File: src/rtl/uart_pkg.sv
// Shared types and defaults for the UART receive path.
package uart_pkg;

  localparam int unsigned UART_TICKS_PER_BIT = 16;
  localparam int unsigned UART_DATA_WIDTH    = 8;

  typedef enum logic [2:0] {
    IDLE,
    START,
    DATA,
    PARITY,
    STOP
  } uart_rx_state_t;

endpackage : uart_pkg

File: src/rtl/uart_sync.sv
// Two-flop synchroniser for a single asynchronous input, with a selectable reset value.
module uart_sync #(
  parameter bit RESET_VAL = 1'b1
) (
  input  logic clk,
  input  logic rst_n,
  input  logic d,
  output logic q
);

  logic meta_q;
  logic sync_q;

  // Two back-to-back flops; the first may go metastable, the second resolves it.
  always_ff @(posedge clk or negedge rst_n) begin
    if (!rst_n) begin
      meta_q <= RESET_VAL;
      sync_q <= RESET_VAL;
    end else begin
      meta_q <= d;
      sync_q <= meta_q;
    end
  end

  assign q = sync_q;

endmodule : uart_sync

File: src/rtl/uart_rx.sv
// Oversampling UART receiver (start, DATA_WIDTH bits LSB first, optional parity, stop).
// Define UART_RX_PARITY_EN to insert a parity bit after the data bits; without it
// parity_err is tied low and PARITY_ODD has no effect.
module uart_rx
  import uart_pkg::*;
#(
  parameter int unsigned TICKS_PER_BIT = UART_TICKS_PER_BIT,
  parameter int unsigned DATA_WIDTH    = UART_DATA_WIDTH,
  parameter bit          PARITY_ODD    = 1'b0
) (
  input  logic                  clk,
  input  logic                  rst_n,
  input  logic                  rx_in,
  input  logic                  sample_tick,
  output logic [DATA_WIDTH-1:0] dout,
  output logic                  rx_done,
  output logic                  frame_err,
  output logic                  parity_err
);

  localparam int unsigned TW = $clog2(TICKS_PER_BIT);
  localparam int unsigned BW = $clog2(DATA_WIDTH);

  localparam logic [TW-1:0] TICK_HALF = TW'(TICKS_PER_BIT / 2 - 1);
  localparam logic [TW-1:0] TICK_LAST = TW'(TICKS_PER_BIT - 1);
  localparam logic [BW-1:0] BIT_LAST  = BW'(DATA_WIDTH - 1);

  logic rx_s;
  logic rx_prev_q;

  uart_rx_state_t          state_q, state_d;
  logic [TW-1:0]           tick_q, tick_d;
  logic [BW-1:0]           bit_q, bit_d;
  logic [DATA_WIDTH-1:0]   shift_q, shift_d;
  logic [DATA_WIDTH-1:0]   dout_q, dout_d;
  logic                    done_q, done_d;
  logic                    ferr_q, ferr_d;

  uart_sync #(
    .RESET_VAL(1'b1)
  ) u_sync (
    .clk  (clk),
    .rst_n(rst_n),
    .d    (rx_in),
    .q    (rx_s)
  );

`ifdef UART_RX_PARITY_EN
  logic par_q, par_d;
  logic perr_q, perr_d;
`else
  logic unused_parity_odd;
  assign unused_parity_odd = PARITY_ODD;
`endif

  // Delayed copy of the synchronised line for falling-edge detection.
  always_ff @(posedge clk or negedge rst_n) begin
    if (!rst_n) begin
      rx_prev_q <= 1'b1;
    end else begin
      rx_prev_q <= rx_s;
    end
  end

  // Frame FSM: bit timing, data shifting and end-of-frame reporting.
  always_comb begin
    state_d = state_q;
    tick_d  = tick_q;
    bit_d   = bit_q;
    shift_d = shift_q;
    dout_d  = dout_q;
    done_d  = 1'b0;
    ferr_d  = 1'b0;
`ifdef UART_RX_PARITY_EN
    par_d   = par_q;
    perr_d  = 1'b0;
`endif
    unique case (state_q)
      IDLE: begin
        // Only a genuine high-to-low transition starts a frame; a held-low line does not.
        if (rx_prev_q && !rx_s) begin
          state_d = START;
          tick_d  = '0;
        end
      end
      START: begin
        if (sample_tick) begin
          if (tick_q == TICK_HALF) begin
            tick_d = '0;
            if (!rx_s) begin
              state_d = DATA;
              bit_d   = '0;
            end else begin
              state_d = IDLE;
            end
          end else begin
            tick_d = tick_q + 1'b1;
          end
        end
      end
      DATA: begin
        if (sample_tick) begin
          if (tick_q == TICK_LAST) begin
            tick_d  = '0;
            shift_d = {rx_s, shift_q[DATA_WIDTH-1:1]};
            if (bit_q == BIT_LAST) begin
              bit_d = '0;
`ifdef UART_RX_PARITY_EN
              state_d = PARITY;
`else
              state_d = STOP;
`endif
            end else begin
              bit_d = bit_q + 1'b1;
            end
          end else begin
            tick_d = tick_q + 1'b1;
          end
        end
      end
`ifdef UART_RX_PARITY_EN
      PARITY: begin
        if (sample_tick) begin
          if (tick_q == TICK_LAST) begin
            tick_d  = '0;
            par_d   = rx_s;
            state_d = STOP;
          end else begin
            tick_d = tick_q + 1'b1;
          end
        end
      end
`endif
      STOP: begin
        // Leave at mid-stop so a following start edge is caught without a gap.
        if (sample_tick) begin
          if (tick_q == TICK_LAST) begin
            tick_d  = '0;
            state_d = IDLE;
            dout_d  = shift_q;
            done_d  = 1'b1;
            ferr_d  = ~rx_s;
`ifdef UART_RX_PARITY_EN
            perr_d  = ((^shift_q) ^ par_q) != PARITY_ODD;
`endif
          end else begin
            tick_d = tick_q + 1'b1;
          end
        end
      end
      default: begin
        state_d = IDLE;
        tick_d  = '0;
      end
    endcase
  end

  // State and output registers.
  always_ff @(posedge clk or negedge rst_n) begin
    if (!rst_n) begin
      state_q <= IDLE;
      tick_q  <= '0;
      bit_q   <= '0;
      shift_q <= '0;
      dout_q  <= '0;
      done_q  <= 1'b0;
      ferr_q  <= 1'b0;
`ifdef UART_RX_PARITY_EN
      par_q   <= 1'b0;
      perr_q  <= 1'b0;
`endif
    end else begin
      state_q <= state_d;
      tick_q  <= tick_d;
      bit_q   <= bit_d;
      shift_q <= shift_d;
      dout_q  <= dout_d;
      done_q  <= done_d;
      ferr_q  <= ferr_d;
`ifdef UART_RX_PARITY_EN
      par_q   <= par_d;
      perr_q  <= perr_d;
`endif
    end
  end

  assign dout      = dout_q;
  assign rx_done   = done_q;
  assign frame_err = ferr_q;
`ifdef UART_RX_PARITY_EN
  assign parity_err = perr_q;
`else
  assign parity_err = 1'b0;
`endif

endmodule : uart_rx

File: config.mk
export PLATFORM = sky130hd
export DESIGN_NAME = uart_rx
export DESIGN_NICKNAME = d
export VERILOG_FILES = /design/src/rtl/uart_pkg.sv /design/src/rtl/uart_sync.sv /design/src/rtl/uart_rx.sv
export SDC_FILE = /design/constraint.sdc
export NUM_CORES = 1
export LEC_CHECK = 0
export BUFFER_PORTS_ARGS = -buffer_cell sky130_fd_sc_hd__buf_2
export CORE_UTILIZATION = 45
export CTS_CLUSTER_SIZE = 8
export DETAILED_ROUTE_END_ITERATION = 10
export SLEW_MARGIN = 10
export SYNTH_ARGS = -nofsm -noshare
export SYNTH_HDL_FRONTEND = slang
export SYNTH_SLANG_ARGS = --single-unit
File: constraint.sdc
create_clock -name clk -period 2.2 [get_ports clk]
set_input_delay 0.22 -clock clk [delete_from_list [all_inputs] [get_ports clk]]
set_output_delay 0.22 -clock clk [all_outputs]
set_load 0.03 [all_outputs]
==> impl_results.md <==
- Area grow syn2layout: 11.4%
- Clock share of power: 0.309
- Sw Ratio: 0.276
- Clk pin slew, worst setup/hold paths: 80 ps
- Reg2Reg Depth: 5
- Crit path max-delay family: simple AND/OR/NAND/NOR gates
- Port bufs: 13
- Initial antenna violation count: 0
- Max_slew headroom: 0.551
- Multi-input gate area: 594 um2
- Fillers: 287
- P_sw: 366 uW
- First drt pass iteration count: 4
- Worst path slowest cell: or3_1
- Grt met1 use: 0.232
- Root buffer cell: clkbuf_4
- Setup slack after layout: 170 ps
- CTS Buffer Depth: 2
- Largest net degree at the start of global routing: 32
- Worst vdd rail ir drop: 0.386 mV
- Worst-Margin Slew: 674 ps
- Setup slack, reg-to-reg: 170 ps
- Worst Path Max Fanout: 10
- CP max stage delay: 600 ps
- Die area: 3450 um2
- Pwr Density: roughly 820 nW/um2
- Starting DRT DRC Count: 21
- Met3 Usage GRT: 0.0593
- Die span in x: 58.7 um
- Sequential share of power: 0.527
- Routed len/inst: 13.2 um
- Syn_nets: 124
- Predominant post-synthesis flop cell: dfrtp_1
- Clock Skews: 7.91 ps
- Layout Nets: 141
- Worst path cell trace: ha_1, and3_4, nand2_2, or3_1, mux2_4
- Post-DRT Antenna Nets: 0
- Post-synth EDFFs: 0
- Final Cycle Share: 0.923
- Setup Fix Bufs, Post-CTS: 0
- Syn Inst Count: 117
- First-pass GRT wire length: 4.09 mm
- Max Clk Rate: 493 MHz
- Startpoint Class: flop
- Via density: 5.04
- Critical path class: reg2reg
- Netlist cell types: 40
- Avg Cell Area, Syn: 12.4 um2
- Worst skew pair latency: between 300 and 400 ps
- Height of the die: approximately 59 um
- Total CTS buffers: 5
- Post-synthesis instance area: 1450 um2
- Hold Slack: 364 ps
- Arrival @ worst endpoint: between 2000 and 2500 ps
- Worst Setup End Kind: flop
- RSZ-0062 raised after global routing: no
- Hold Path End: u_sync.q
- Post-CTS Resized: 0
- Async SR Flop Fraction: 1.00
- Min-delay src: u_sync.meta_q
- Sequential area share after synthesis: 0.539
- Status: finished, final reports clean
- Fraction of layout instances using a drive strength above 1: 0.336
- Std cell rows: 20
- Static Leak: 0.823 nW
- Buffers and inverters on the worst path: 0
- Max-slew violation count: 0
- Fin. Hold Viols: 0
- Synthesized flop and latch total: 31
- Vias in the first global route: 902
- Gr usage total: 0.167
- Reg-to-reg endpoint: dout[0]
- Final Setup Violations: 0
- Worst hold path depth: 0
- Final cell count without fillers: 178
- Setup_tns: 0 ps
- CP Data Required Time: about 2400 ps
- Final Wtd Congestion: between 0.7 and 0.8
- I/O Pins: 15
- Met2 Usage GRT: 0.235
- CTS tree: built
- H-tree depth: 2
- YS warnings: 0
- FF-to-FF Start: tick_q[0]
- DP Worst Slack: 182 ps
- Remaining global-route overflow: 0
- Ant diodes: 0
- Core area: 3050 um2
- Hold Path Class: reg2reg
- Initial Util: 0.474
- Pint: approximately 960 uW
- Vias: 897
- Reg area: between 700 and 800 um2
- # Max-Cap Violations: 0
- Placed insts: 169
- Clock sink total: 31
- Combinational share of power: 0.164
- Top Usage Layer GRT: met2
- Post-DP HPWL: 1.58 mm
- Minimum clock period: between 2000 and 2500 ps
- DRC viols: 0
- Post-Route WL: ~2.4 mm
-- layout by cell type, fill, tap and decap left out, types with 3 or more instances in the layout --
cell type and n:
nor2_1 10, buf_2 13, ha_1 3, mux2_4 8, a21oi_1 9, clkbuf_4 5, inv_1 3, nand2_1 4
dfstp_2 3, nand3_1 3, mux2_2 8, dfrtp_1 28
-- through the flow --
stage / power (mW) / instance area, um2 / util
2_1_floorplan: 0.902 / 1450 / -
3_3_place_gp: 0.922 / 1520 / 0.498
3_5_place_dp: 0.925 / 1520 / 0.498
4_1_cts: 1.35 / 1610 / 0.528
5_1_grt: 1.43 / 1610 / 0.528
6_report: 1.33 / 1610 / 0.528
-- cells by family (layout without fill, tap and decap cells) --
group           Yosys count  after routing  share of synthesized area
compound gates           21             21                     0.0960
simple gates             33             33                      0.128
buf+inv                  10             27                     0.0502
xor+xnor                  1              1                    0.00606
mux                      17             17                      0.152
fa+ha+maj                 3              3                     0.0260
other cells               1              1                    0.00259
flops                    31             31                      0.539
-- area by class of cell --
cell class,instances,share of cell area
sequential,31,0.484
multi-input combinational,76,0.369
timing repair buffer,17,0.0621
tap,44,0.0342
clock buffer,6,0.0256
clock inverter,1,0.0186
inverter,3,0.00699
-- metal layers --
metal  routed length [um]  vias to the layer above
li1                     -                      444
met1                 1190                      432
met2                 1040                       16
met3                   89                        5
met4                   37                        0
met5                    0                        -
-- power groups by stage --
stage                     logic [mW]  clock network, mW  registers [mW]
after global placement         0.214                  0           0.708
after detailed placement       0.217                  0           0.708
final                          0.218              0.410           0.700
after floorplan                0.237                  0           0.665
after global routing           0.255              0.460           0.711
after CTS                      0.221              0.432           0.697
-- timing repair --
action                                 4_1_cts  5_1_grt
hold buffers                                 2        0
endpoints found under the hold margin       29        0
setup endpoints to repair                    0        0
-- registers in the layout, summed over array words and instances (netlist names), 3 cells and up --
| signal | count |
|---|---|
| state_q | 3 |
| tick_q | 4 |
| shift_q | 8 |
| bit_q | 3 |
| dout | 8 |
-- worst max-delay path by stage --
stage / slack (ps) / to / startpoint / depth (start not counted)
3_3_place_gp: 210 / dout[7] / tick_q[0] / 5
3_5_place_dp: 180 / dout[5] / tick_q[0] / 5
4_1_cts: 180 / dout[5] / tick_q[0] / 5
2_1_floorplan: 440 / dout[0] / tick_q[0] / 6
6_report: 170 / dout[0] / tick_q[0] / 5
5_1_grt: 80 / dout[2] / tick_q[0] / 5
-- cells in the mapped netlist, drive strengths merged, types with 2 or more instances --
master | count | share of area
dfrtp | 28 | 0.48
nor4b | 2 | 0.012
mux2 | 16 | 0.15
nand2 | 5 | 0.015
or3 | 2 | 0.0086
o21ai | 2 | 0.0069
buf | 7 | 0.042
nand2b | 2 | 0.0086
a21oi | 9 | 0.031
a22o | 2 | 0.012
nor2 | 10 | 0.026
nand3 | 3 | 0.010
and3 | 2 | 0.013
ha | 3 | 0.026
inv | 3 | 0.0078
dfstp | 3 | 0.055
-- worst register-to-register path, cell delays in order (launching register included) --
cell and delay [ps]:
dfrtp_1 380, ha_1 260, and3_4 230, nand2_2 60
or3_1 600, mux2_4 380
No activity file was read; power rests on OpenSTA's default activity.
